`src/rtl/player_move.sv`:
```
// Player movement controller: validates one-hot direction strobes against the wall map, then moves the player.
// Latency: key sampled at E0, new position and update/bump pulse at E1, level-up pulse at E2.
// Backpressure: none; keys arriving in CHECK, MOVE or GOAL are dropped, and a load discards any in-flight move.
module player_move #(
  parameter int ROW    = 15,
  parameter int COLUME = 20
) (
  input  logic                    i_Clk,
  input  logic                    i_Rst,
  input  logic [3:0]              i_Direction,
  input  logic                    i_fKey,
  input  logic                    i_fRunning,
  input  logic                    i_fLoad,
  input  logic [ROW*COLUME-1:0]   i_Map,
  input  logic [6:0]              i_StartX,
  input  logic [5:0]              i_StartY,
  input  logic [6:0]              i_GoalX,
  input  logic [5:0]              i_GoalY,
  output logic [6:0]              o_PosX,
  output logic [5:0]              o_PosY,
  output logic                    o_fUpdate,
  output logic                    o_fBump,
  output logic                    o_fLevelUp,
  output logic [9:0]              o_MoveCount
);

  typedef enum logic [1:0] {IDLE, CHECK, MOVE, GOAL} state_t;

  state_t state, state_nxt;

  logic [6:0]  pos_x, pos_x_nxt, tgt_x, tgt_x_nxt;
  logic [5:0]  pos_y, pos_y_nxt, tgt_y, tgt_y_nxt;
  logic        edge_q, edge_nxt;
  logic [9:0]  move_count, move_count_nxt;
  logic        update_nxt, bump_nxt, levelup_nxt;
  logic        update_q, bump_q, levelup_q;

  logic        dir_onehot;
  logic        key_ok;
  logic        dir_edge;
  logic [12:0] map_idx;
  logic [ROW*COLUME-1:0] map_shift;
  logic        wall;

  // A direction is valid only when exactly one bit is set.
  assign dir_onehot = (i_Direction != 4'd0) && ((i_Direction & (i_Direction - 4'd1)) == 4'd0);
  assign key_ok     = i_fKey && i_fRunning && dir_onehot;

  // Moving off the maze border is a bump; this also keeps the map index in range.
  assign dir_edge = (i_Direction[0] && (pos_y == 6'd0))              ||
                    (i_Direction[1] && (pos_y == 6'(ROW - 1)))       ||
                    (i_Direction[2] && (pos_x == 7'd0))              ||
                    (i_Direction[3] && (pos_x == 7'(COLUME - 1)));

  // Shift instead of a variable bit-select so the 13-bit index needs no resizing.
  assign map_idx   = 13'(tgt_y) * 13'(COLUME) + 13'(tgt_x);
  assign map_shift = i_Map >> map_idx;
  assign wall      = map_shift[0];

  // State register: reset beats load, load beats the FSM.
  always_ff @(posedge i_Clk) begin
    if (i_Rst)        state <= IDLE;
    else if (i_fLoad) state <= IDLE;
    else              state <= state_nxt;
  end

  // Next-state, datapath and pulse decisions.
  always_comb begin
    state_nxt      = state;
    tgt_x_nxt      = tgt_x;
    tgt_y_nxt      = tgt_y;
    edge_nxt       = edge_q;
    pos_x_nxt      = pos_x;
    pos_y_nxt      = pos_y;
    move_count_nxt = move_count;
    update_nxt     = 1'b0;
    bump_nxt       = 1'b0;
    levelup_nxt    = 1'b0;
    case (state)
      IDLE: begin
        if (key_ok) begin
          // On an edge the target stays on the current cell rather than wrapping.
          tgt_x_nxt = pos_x;
          tgt_y_nxt = pos_y;
          if (!dir_edge) begin
            if (i_Direction[0]) tgt_y_nxt = pos_y - 6'd1;
            if (i_Direction[1]) tgt_y_nxt = pos_y + 6'd1;
            if (i_Direction[2]) tgt_x_nxt = pos_x - 7'd1;
            if (i_Direction[3]) tgt_x_nxt = pos_x + 7'd1;
          end
          edge_nxt  = dir_edge;
          state_nxt = CHECK;
        end
      end
      CHECK: begin
        if (edge_q || wall) begin
          bump_nxt  = 1'b1;
          state_nxt = IDLE;
        end else begin
          pos_x_nxt  = tgt_x;
          pos_y_nxt  = tgt_y;
          update_nxt = 1'b1;
          if (move_count != 10'd1023) move_count_nxt = move_count + 10'd1;
          state_nxt  = MOVE;
        end
      end
      MOVE: begin
        if ((pos_x == i_GoalX) && (pos_y == i_GoalY)) begin
          levelup_nxt = 1'b1;
          state_nxt   = GOAL;
        end else begin
          state_nxt = IDLE;
        end
      end
      GOAL: state_nxt = GOAL;
      default: state_nxt = IDLE;
    endcase
  end

  // Datapath registers; a load restarts the level and suppresses any pulse.
  always_ff @(posedge i_Clk) begin
    if (i_Rst) begin
      pos_x      <= 7'd0;
      pos_y      <= 6'd0;
      tgt_x      <= 7'd0;
      tgt_y      <= 6'd0;
      edge_q     <= 1'b0;
      move_count <= 10'd0;
      update_q   <= 1'b0;
      bump_q     <= 1'b0;
      levelup_q  <= 1'b0;
    end else if (i_fLoad) begin
      pos_x      <= i_StartX;
      pos_y      <= i_StartY;
      tgt_x      <= i_StartX;
      tgt_y      <= i_StartY;
      edge_q     <= 1'b0;
      move_count <= 10'd0;
      update_q   <= 1'b0;
      bump_q     <= 1'b0;
      levelup_q  <= 1'b0;
    end else begin
      pos_x      <= pos_x_nxt;
      pos_y      <= pos_y_nxt;
      tgt_x      <= tgt_x_nxt;
      tgt_y      <= tgt_y_nxt;
      edge_q     <= edge_nxt;
      move_count <= move_count_nxt;
      update_q   <= update_nxt;
      bump_q     <= bump_nxt;
      levelup_q  <= levelup_nxt;
    end
  end

  assign o_PosX      = pos_x;
  assign o_PosY      = pos_y;
  assign o_MoveCount = move_count;
  assign o_fUpdate   = update_q;
  assign o_fBump     = bump_q;
  assign o_fLevelUp  = levelup_q;

endmodule

```
`config.mk`:
```
export PLATFORM = sky130hd
export DESIGN_NAME = player_move
export DESIGN_NICKNAME = d
export VERILOG_FILES = /design/src/rtl/player_move.sv
export SDC_FILE = /design/constraint.sdc
export NUM_CORES = 1
export LEC_CHECK = 0
export CORE_AREA = 5 5 136 138
export DETAILED_ROUTE_END_ITERATION = 8
export DIE_AREA = 0 0 141 143
export PLACE_DENSITY_LB_ADDON = 0.3
export REMOVE_ABC_BUFFERS = 1
export SLEW_MARGIN = 20
export SYNTH_ARGS = -nofsm -noshare
export SYNTH_HDL_FRONTEND = slang
export SYNTH_SLANG_ARGS = --single-unit
```
`constraint.sdc`:
```
create_clock -name i_Clk -period 4.25 [get_ports i_Clk]
set_input_delay 1.275 -clock i_Clk [delete_from_list [all_inputs] [get_ports i_Clk]]
set_output_delay 1.275 -clock i_Clk [all_outputs]
set_load 0.1 [all_outputs]
```
# == After elaboration in Yosys (flattened, before gate mapping) ==
# Index checks and enable logic that the tools add are counted.
# totals
ff_bits,42
in_bits,335
# op_classes
addsub,7
mul,1
n_eq_ne,10
n_shift,1
muxes,25
bitwise_logic,4
n_reduce_logical,27
# op_table
operator,count
$shr A300 B12 Y1,1
$mux W7,9
$mux W6,9
$add A11 B7 Y12,1
$add A10 B1 Y10 const B,1
$ne A10 B10 Y1 const B,1
$mul A6 B3 Y9 const B,1
$logic_and A1 B1 Y1,8
$pmux W2 S4,1
$add A7 B1 Y7 const B,1
$eq A7 B5 Y1 const B,1
$eq A7 B7 Y1,1
$logic_not A7 Y1,1
$sub A7 B1 Y7 const B,1
$add A6 B1 Y6 const B,1
$eq A6 B4 Y1 const B,1
$eq A6 B6 Y1,1
$logic_not A6 Y1,1
$mux W2,3
$reduce_and A2 Y1,3
$reduce_bool A2 Y1,3
$reduce_or A3 Y1,2
$sub A6 B1 Y6 const B,1
$and A4 B4 Y4,1
other kinds (12),21

# == Logic depth before layout (Yosys ltp) ==
# Gate-level depths: netlist of run 1.
# depth
depth_word,9
mapped_depth,15
mapped_depth_nobuf,12

# == Worst setup path after synthesis of run 1 ==
# OpenSTA, ideal clock, no wires.
# synth_timing
path_type,input port to flip-flop
startpoint,input i_Map[91]
endpoint,"register move_count[9], in the netlist o_MoveCount[9]"
setup_time_ns,0.086
t_arrival_ns,3.591
required_time_ns,4.164
slack_ns,0.573
path_stages,10
path_buffers,1
path_cell_list,mux4_2 > mux2_2 > o2bb2ai_1 > or4_1 > o21ai_0 > o211ai_1 > a31oi_4 > buf_6 > a41oi_1 > a211oi_1
# synth_between
elab_chain_cells,4
# synth_lines
element,line,source
start: declaration,14,"input logic [ROW*COLUME-1:0] i_Map,"
$shr A300 B12 Y1,57,assign map_shift = i_Map >> map_idx;
$logic_or A1 B1 Y1,96,if (edge_q || wall) begin
$not A1 Y1 (no line),--,
$reduce_and A3 Y1 (no line),--,
end signal: assignment,148,move_count <= move_count_nxt;
end: declaration,34,"logic [9:0] move_count, move_count_nxt;"
# Every way passes these cells.
# A chain may end at the register's enable or synchronous reset.

# == Worst setup path after layout of run 1 ==
# layout_timing
startpoint,input i_Map[82]
endpoint,"register pos_x[6], in the netlist o_PosX[6]"
# layout_between
elab_chain_cells,4
# layout_lines
element,line,source
$shr A300 B12 Y1,57,
$logic_or A1 B1 Y1,96,
$ne A2 B2 Y1 (no line),--,
$reduce_and A2 Y1 (no line),--,
end signal: assignment,133,pos_x <= i_StartX;
end signal: assignment,143,pos_x <= pos_x_nxt;
end: declaration,31,"logic [6:0] pos_x, pos_x_nxt, tgt_x, tgt_x_nxt;"
# Every way passes these cells.

==> metrics.txt, run 1 <==
hold-critical path depth=2; Nets=1275; DP Wirelength=21.59 mm; Cell Area, Synth=5477 um2; Hold Crit Start=state[0]; reg2reg end=o_PosX[0]; Synth async-reset ratio=0; hold_buf cts=0; vias per inst=5.413; clk_skew=0.005982 ns; VDD IR max=0.0001511 V; Period minus WS final=3.988 ns; Clock Path Buffers=2; Worst Path Max Fanout=9; Commonest cells post-synth=mux4_2 (74), nor2_1 (51), dfxtp_1 (42); most common flop cell mapped by yosys=dfxtp_1; Mean Syn Cell Area=9.642 um2; Hold Fails Final Rpt=0; Worst Path Required=4.41 ns; # Max-Cap Violations=0; f_max=0.2507 GHz; crit end category=register; vias=6192; FF-to-FF path depth=13; Post-DRT Antenna Nets=0; chip height=143 um; P&R area growth vs syn=73.91%; Finished Core Util=0.5584; Syn. warnings=0; initial antenna violation count=1; Seq/Total Area, Yosys=0.1535; Final Max Tran Viols=0; Power Dens Cells=196.4 nW/um2; initial drt markers=384; Final Cycle Share=0.9384; layout cell share with drive strength beyond 1=0.1458; total clock sinks=42; Overall Global Routing Usage=0.2381; die area=20160 um2; Startpoint Class=input port; Starting Density=0.3211; status=completed; Leak=3.363 nW; I/O pin cnt=361; Rows=48; Synth area leader=mux4_2; wire length per cell=21.95 um; most instantiated library cell after synthesis=mux4_2; drt pass-1 iters=5; number of synthesized flops with an enable pin=0; Rel. slew slack=0.3065; CP arrival=4.14 ns; routability cong.=0.9386; vias in the first global route=6608; CTS Buf Count=5; WS Path Type=in -> reg; pin slew with the least headroom to its limit=1.037 ns; Worst-Skew Late Latency=0.28 ns; port buffer count=360; synthesized flop and latch total=42; Netlist cell types=66; CORE AREA=17060 um2; Root Buffer=clkbuf_16; post-synth top area share=0.3043; htree depth=2; top post-synthesis cells by area=mux4_2 (30%), dfxtp_1 (15%), ha_1 (4.6%), mux2i_1 (4.6%), nor2_1 (3.5%); DRC=0; clk slew on worst S/H paths=0.06 ns; RSZ-0062 raised after global routing=no; Antenna Cells=0; setup violators final=0; HP Class=reg -> reg; FF-to-FF setup slack=0.37 ns; Filler cells=1550; gr ovfl total=0; largest net degree at the start of global routing=43; post-route setup TNS=0 ns; CTS tree=built; wire length of the first global-routing pass=37.07 mm; Die Width=141 um; hold path endpoint=state[1]; Syn Inst Count=568; Routed WL=25.11 mm; reg-to-reg critical path startpoint=tgt_y[1]
logic make-up (layout without fill, tap and decap cells):
family | after synthesis | count (layout) | synth area share
buffers and inverters | 63 | 414 | 0.05666
xor gates and xnor gates | 32 | 32 | 0.05118
adders and majority gates | 22 | 22 | 0.05300
and+or+nand+nor | 163 | 163 | 0.1458
muxes | 103 | 103 | 0.3582
DFF | 42 | 42 | 0.1535
AOI/OAI and AO/OA | 143 | 143 | 0.1816
repair_timing:
item | CTS | global route
endpoints found under the hold margin | 0 | 0
gates resized for setup | 0 | 1
setup endpoints to repair | 0 | 1
setup buffers | 0 | 0
power breakdown:
part / leakage [nW] / switching, mW / total (mW) / internal (mW)
Combinational: 2.95 / 0.439 / 1.04 / 0.597
Clock: 0.0708 / 0.154 / 0.372 / 0.218
Sequential: 0.346 / 0.0520 / 0.463 / 0.411
Total: 3.36 / 0.645 / 1.87 / 1.23
metrics by stage:
| stage | power, mW | hold WS (ns) | setup slack (ns) | cell area, um2 | std cells |
|---|---|---|---|---|---|
| finish | 1.871 | 0.5134 | 0.2619 | 9524 | 1144 |
| global placement | 1.499 | 0.4925 | 0.06366 | 9379 | 1136 |
| CTS | 1.885 | 0.5075 | 0.2367 | 9522 | 1144 |
| floorplan | 0.9860 | 0.4681 | -1.722 | 5223 | 520 |
| global route | 1.978 | 0.5575 | 0.08041 | 9524 | 1144 |
| detailed placement | 1.511 | 0.4993 | -0.008956 | 9379 | 1136 |
metal layers:
metal,track usage,wire length (um),vias to the layer above
li1,-,-,2952
met1,0.2881,9479,2953
met2,0.4302,13250,255
met3,0.05727,1924,30
met4,0.05303,449,2
met5,0,11,-
cell type report:
cell class / instances / area (um2) / share of cell area
Clock inverter: 2 / 13.76 / 0.001445
Multi-Input combinational cell: 463 / 4334 / 0.4551
Tap cell: 225 / 281.5 / 0.02956
Sequential cell: 42 / 848.3 / 0.08907
Timing Repair Buffer: 391 / 3861 / 0.4054
Clock buffer: 6 / 128.9 / 0.01353
Inverter: 15 / 56.30 / 0.005912
critical path, cell delays in order:
cell and delay [ns]:
clkdlybuf4s50_1 0.47, mux4_2 0.48, mux2_2 0.29, o2bb2ai_1 0.14, or4_1 0.48, o21ai_0 0.11
o211ai_1 0.18, a31oi_4 0.20, buf_4 0.22, mux2i_1 0.21, a211oi_1 0.08
cell usage in the layout, fill, tap and decap left out, types with 4 or more instances in the layout:
master,instances
clkbuf_16,5
buf_4,33
inv_1,13
dfxtp_1,40
nand2_1,35
nand3_1,20
or4_1,5
and2_1,5
nor2_1,51
nor2b_1,4
clkdlybuf4s50_1,355
a22oi_1,12
a211oi_1,25
nand4_1,8
o21ai_0,18
mux2i_1,25
xor2_1,18
nor4_1,4
a21o_1,5
and3_1,5
mux4_2,74
nor3_1,6
nand2b_1,6
xnor2_1,14
mux2_2,4
ha_1,20
a21oi_1,37
flip-flops by register name, summed over array words and instances (netlist names):
register and flops:
o_PosX 7, tgt_y 6, state 2, o_PosY 6, o_fUpdate 1, tgt_x 7, o_fBump 1, o_fLevelUp 1
edge_q 1, o_MoveCount 10
worst max-delay path by stage:
| stage | slack (ns) | startpoint | endpoint |
|---|---|---|---|
| 4_1_cts | 0.24 | tgt_y[0] | o_PosX[5] |
| 3_3_place_gp | 0.06 | i_Map[82] | o_PosX[5] |
| 3_5_place_dp | -0.009 | i_Map[91] | o_PosX[5] |
| 5_1_grt | 0.08 | i_Map[91] | o_MoveCount[9] |
| 2_1_floorplan | -1.72 | tgt_x[0] | o_MoveCount[9] |
| 6_report | 0.26 | i_Map[82] | o_PosX[6] |
Power figures use the tool's default switching activity.
==> inputs of run 2 (changes only) <==
- CTS_CLUSTER_SIZE: unset -> 10
- SLEW_MARGIN: 20 -> 5
==> results of run 2 <==
Final layout, timing and power as in run 1 (identical DEF).
==> inputs of run 3 (changes only) <==
- CTS_CLUSTER_SIZE: 10 -> 8
- REMOVE_ABC_BUFFERS: 1 -> unset
- SETUP_SLACK_MARGIN: unset -> 0.05
==> metrics.txt, run 3 (same netlist as run 1, synthesis figures left out) <==
RSZ-0062 raised after global routing=no; HP Class=reg -> reg; Die Width=141 um (unchanged); crit end category=register; VDD IR max=0.0001621 V (+7.3%); Crit path depth=11 (unchanged); reg-to-reg critical path startpoint=tgt_y[0]; crit-path cells=clkdlybuf4s50_1 > mux4_2 > mux2_2 > o2bb2ai_1 > or4_1 > o21ai_0 > o211ai_1 > a31oi_4 > buf_12 > mux2i_1 > a211oi_1; layout cell share with drive strength beyond 1=0.1433 (-0.002485); Clock Path Buffers=2 (unchanged); pin slew with the least headroom to its limit=0.9812 ns (-0.05583 ns); vias per inst=5.482 (+1.3%); Starting Density=0.3211 (unchanged); setup violators final=0 (unchanged); final worst slack=0.2421 ns (-0.01981 ns); hold_buf cts=0 (unchanged); vias=6249 (+0.92%); P&R area growth vs syn=74.16%; Slowest cell on crit path=or4_1; largest net degree at the start of global routing=44 (+2.3%); Power Dens Cells=202.8 nW/um2 (+3.2%); DP Wirelength=21.64 mm (+0.23%); clk_skew=0.003073 ns (-0.002909 ns); switching power as a share of total power=0.3326 (-0.01226); initial antenna violation count=3 (+2); clock share of power=0.227 (+0.028); DRC=0 (unchanged); CP peak stage delay=0.49 ns (about the same); routability cong.=0.9294 (-0.98%); Worst Path Required=4.43 ns (+0.02 ns); Worst-Skew Late Latency=0.28 ns (about the same); share of power burned in registers=0.238 (-0.009); postcts setup bufs=0 (unchanged); sw power=0.6433 mW (-0.31%); CP arrival=4.19 ns (+0.05 ns); gr ovfl total=0 (unchanged); max reg flops=10 (unchanged); CTS Buf Count=5 (unchanged); area of the multi-input gates=4339 um2 (+0.12%); drt pass-1 iters=4 (-1); Post-DRT Antenna Nets=0 (unchanged); Period minus WS final=4.008 ns (+0.01981 ns); Sequential cell area=848.3 um2 (unchanged); Rows=48 (unchanged); clk slew on worst S/H paths=0.06 ns (about the same); Rel. slew slack=0.3438 (+0.03734); # Max-Cap Violations=0 (unchanged); Worst Path Max Fanout=12 (+3); Leak=3.366 nW (+0.10%); wire length per cell=22.18 um (+1.0%); FF-to-FF path depth=14 (+1); die area=20160 um2 (unchanged); FF-to-FF setup slack=0.30 ns (-0.07 ns); worst path bufs/invs=2 (unchanged); wire length of the first global-routing pass=37.82 mm (+2.0%); pre-CTS WS=-0.02056 ns (-0.01160 ns); Hold Fails Final Rpt=0 (unchanged); WS Path Type=in -> reg; Startpoint Class=input port; f_max=0.2495 GHz (-0.49%); port buffer count=360 (unchanged); Final Cycle Share=0.9430 (+0.004660); htree depth=2 (unchanged); non-filler instance count after layout=1140 (-0.35%); Synthesized Nets=925; crit path to=o_PosX[5]; Root Buffer=clkbuf_16; commonest non-fill, non-tap cell in the layout=clkdlybuf4s50_1; crit path from=i_Map[83]; Routed WL=25.28 mm (+0.67%); crit-path leading delay family=compound AO/OA/AOI/OAI gates; Filler cells=1535 (-0.97%); Overall Global Routing Usage=0.2414 (+0.003377); Cells after DPL=1132 (-0.35%); I/O pin cnt=361 (unchanged); chip height=143 um (unchanged); Finished Core Util=0.5592 (+0.0008070); initial drt markers=309 (-20%); total clock sinks=42 (unchanged); reg2reg end=o_PosX[0]; most frequent cells in the layout=clkdlybuf4s50_1 (354), mux4_2 (74), nor2_1 (51), dfxtp_1 (40), a21oi_1 (37); CTS tree=built; Nets=1271 (-0.31%); Gate power share=0.535 (-0.019); status=completed; Internal=1.291 mW (+5.3%); CORE AREA=17060 um2 (unchanged); Final Max Tran Viols=0 (unchanged); Resize count post-CTS=0 (unchanged); vias in the first global route=6474 (-2.0%)
run 3: how the worst min path moves through the flow:
stage	from	endpoint	slack [ns]	cells past startpoint
after floorplan	state[0]	state[1]	0.47	2
after global placement	o_MoveCount[4]	o_MoveCount[4]	0.49	2
after detailed placement	o_MoveCount[4]	o_MoveCount[4]	0.51	2
after CTS	o_MoveCount[4]	o_MoveCount[4]	0.51	2
after global routing	o_MoveCount[4]	o_MoveCount[4]	0.54	2
final	o_MoveCount[4]	o_MoveCount[4]	0.52	2
run 3: layout make-up:
cell class | instances | area share
Tap cell | 225 | 0.02952
Timing Repair Buffer | 387 | 0.4027
Sequential cell | 42 | 0.08894
Multi-Input combinational cell | 463 | 0.4549
Inverter | 15 | 0.005903
Clock buffer | 6 | 0.01456
Antenna cell | 1 | 0.0002624
Clock inverter | 1 | 0.003148
run 3: power by group through the flow:
stage / Clock, mW / Sequential [mW] / Combinational (mW)
floorplan: 0 / 0.497 / 0.502
global placement: 0 / 0.470 / 1.03
detailed placement: 0 / 0.469 / 1.04
CTS: 0.440 / 0.461 / 1.04
global route: 0.466 / 0.465 / 1.12
finish: 0.438 / 0.461 / 1.04
run 3: per-stage QoR:
stage / hold WS [ns] / setup TNS, ns / total power, mW / cell area [um2]
detailed placement: 0.5052 / -0.08559 / 1.504 / 9359
floorplan: 0.4681 / 0 / 0.9996 / 5477
finish: 0.5167 / 0 / 1.934 / 9538
global route: 0.5393 / 0 / 2.047 / 9538
CTS: 0.5134 / 0 / 1.940 / 9528
global placement: 0.4906 / 0 / 1.496 / 9359
run 3: worst register-to-register path, cell delays in order (launching register included):
cell	delay [ns]
dfxtp_1	0.45
ha_1	0.23
inv_1	0.06
fa_1	0.58
buf_4	0.19
and2_1	0.49
a22oi_1	0.20
a21oi_1	0.22
nor2_1	0.07
or4_1	0.40
o2111ai_1	0.21
a31oi_4	0.17
buf_12	0.20
a21o_1	0.17
o221a_2	0.21
run 3: routing by layer:
metal	wire (um)	share of wire	vias to the layer above	track usage
met2	12200	0.48	302	0.4163
met3	2655	0.11	37	0.07669
li1	-	-	2938	-
met5	31	0.0012	-	0
met4	463	0.018	4	0.05303
met1	9933	0.39	2968	0.2972
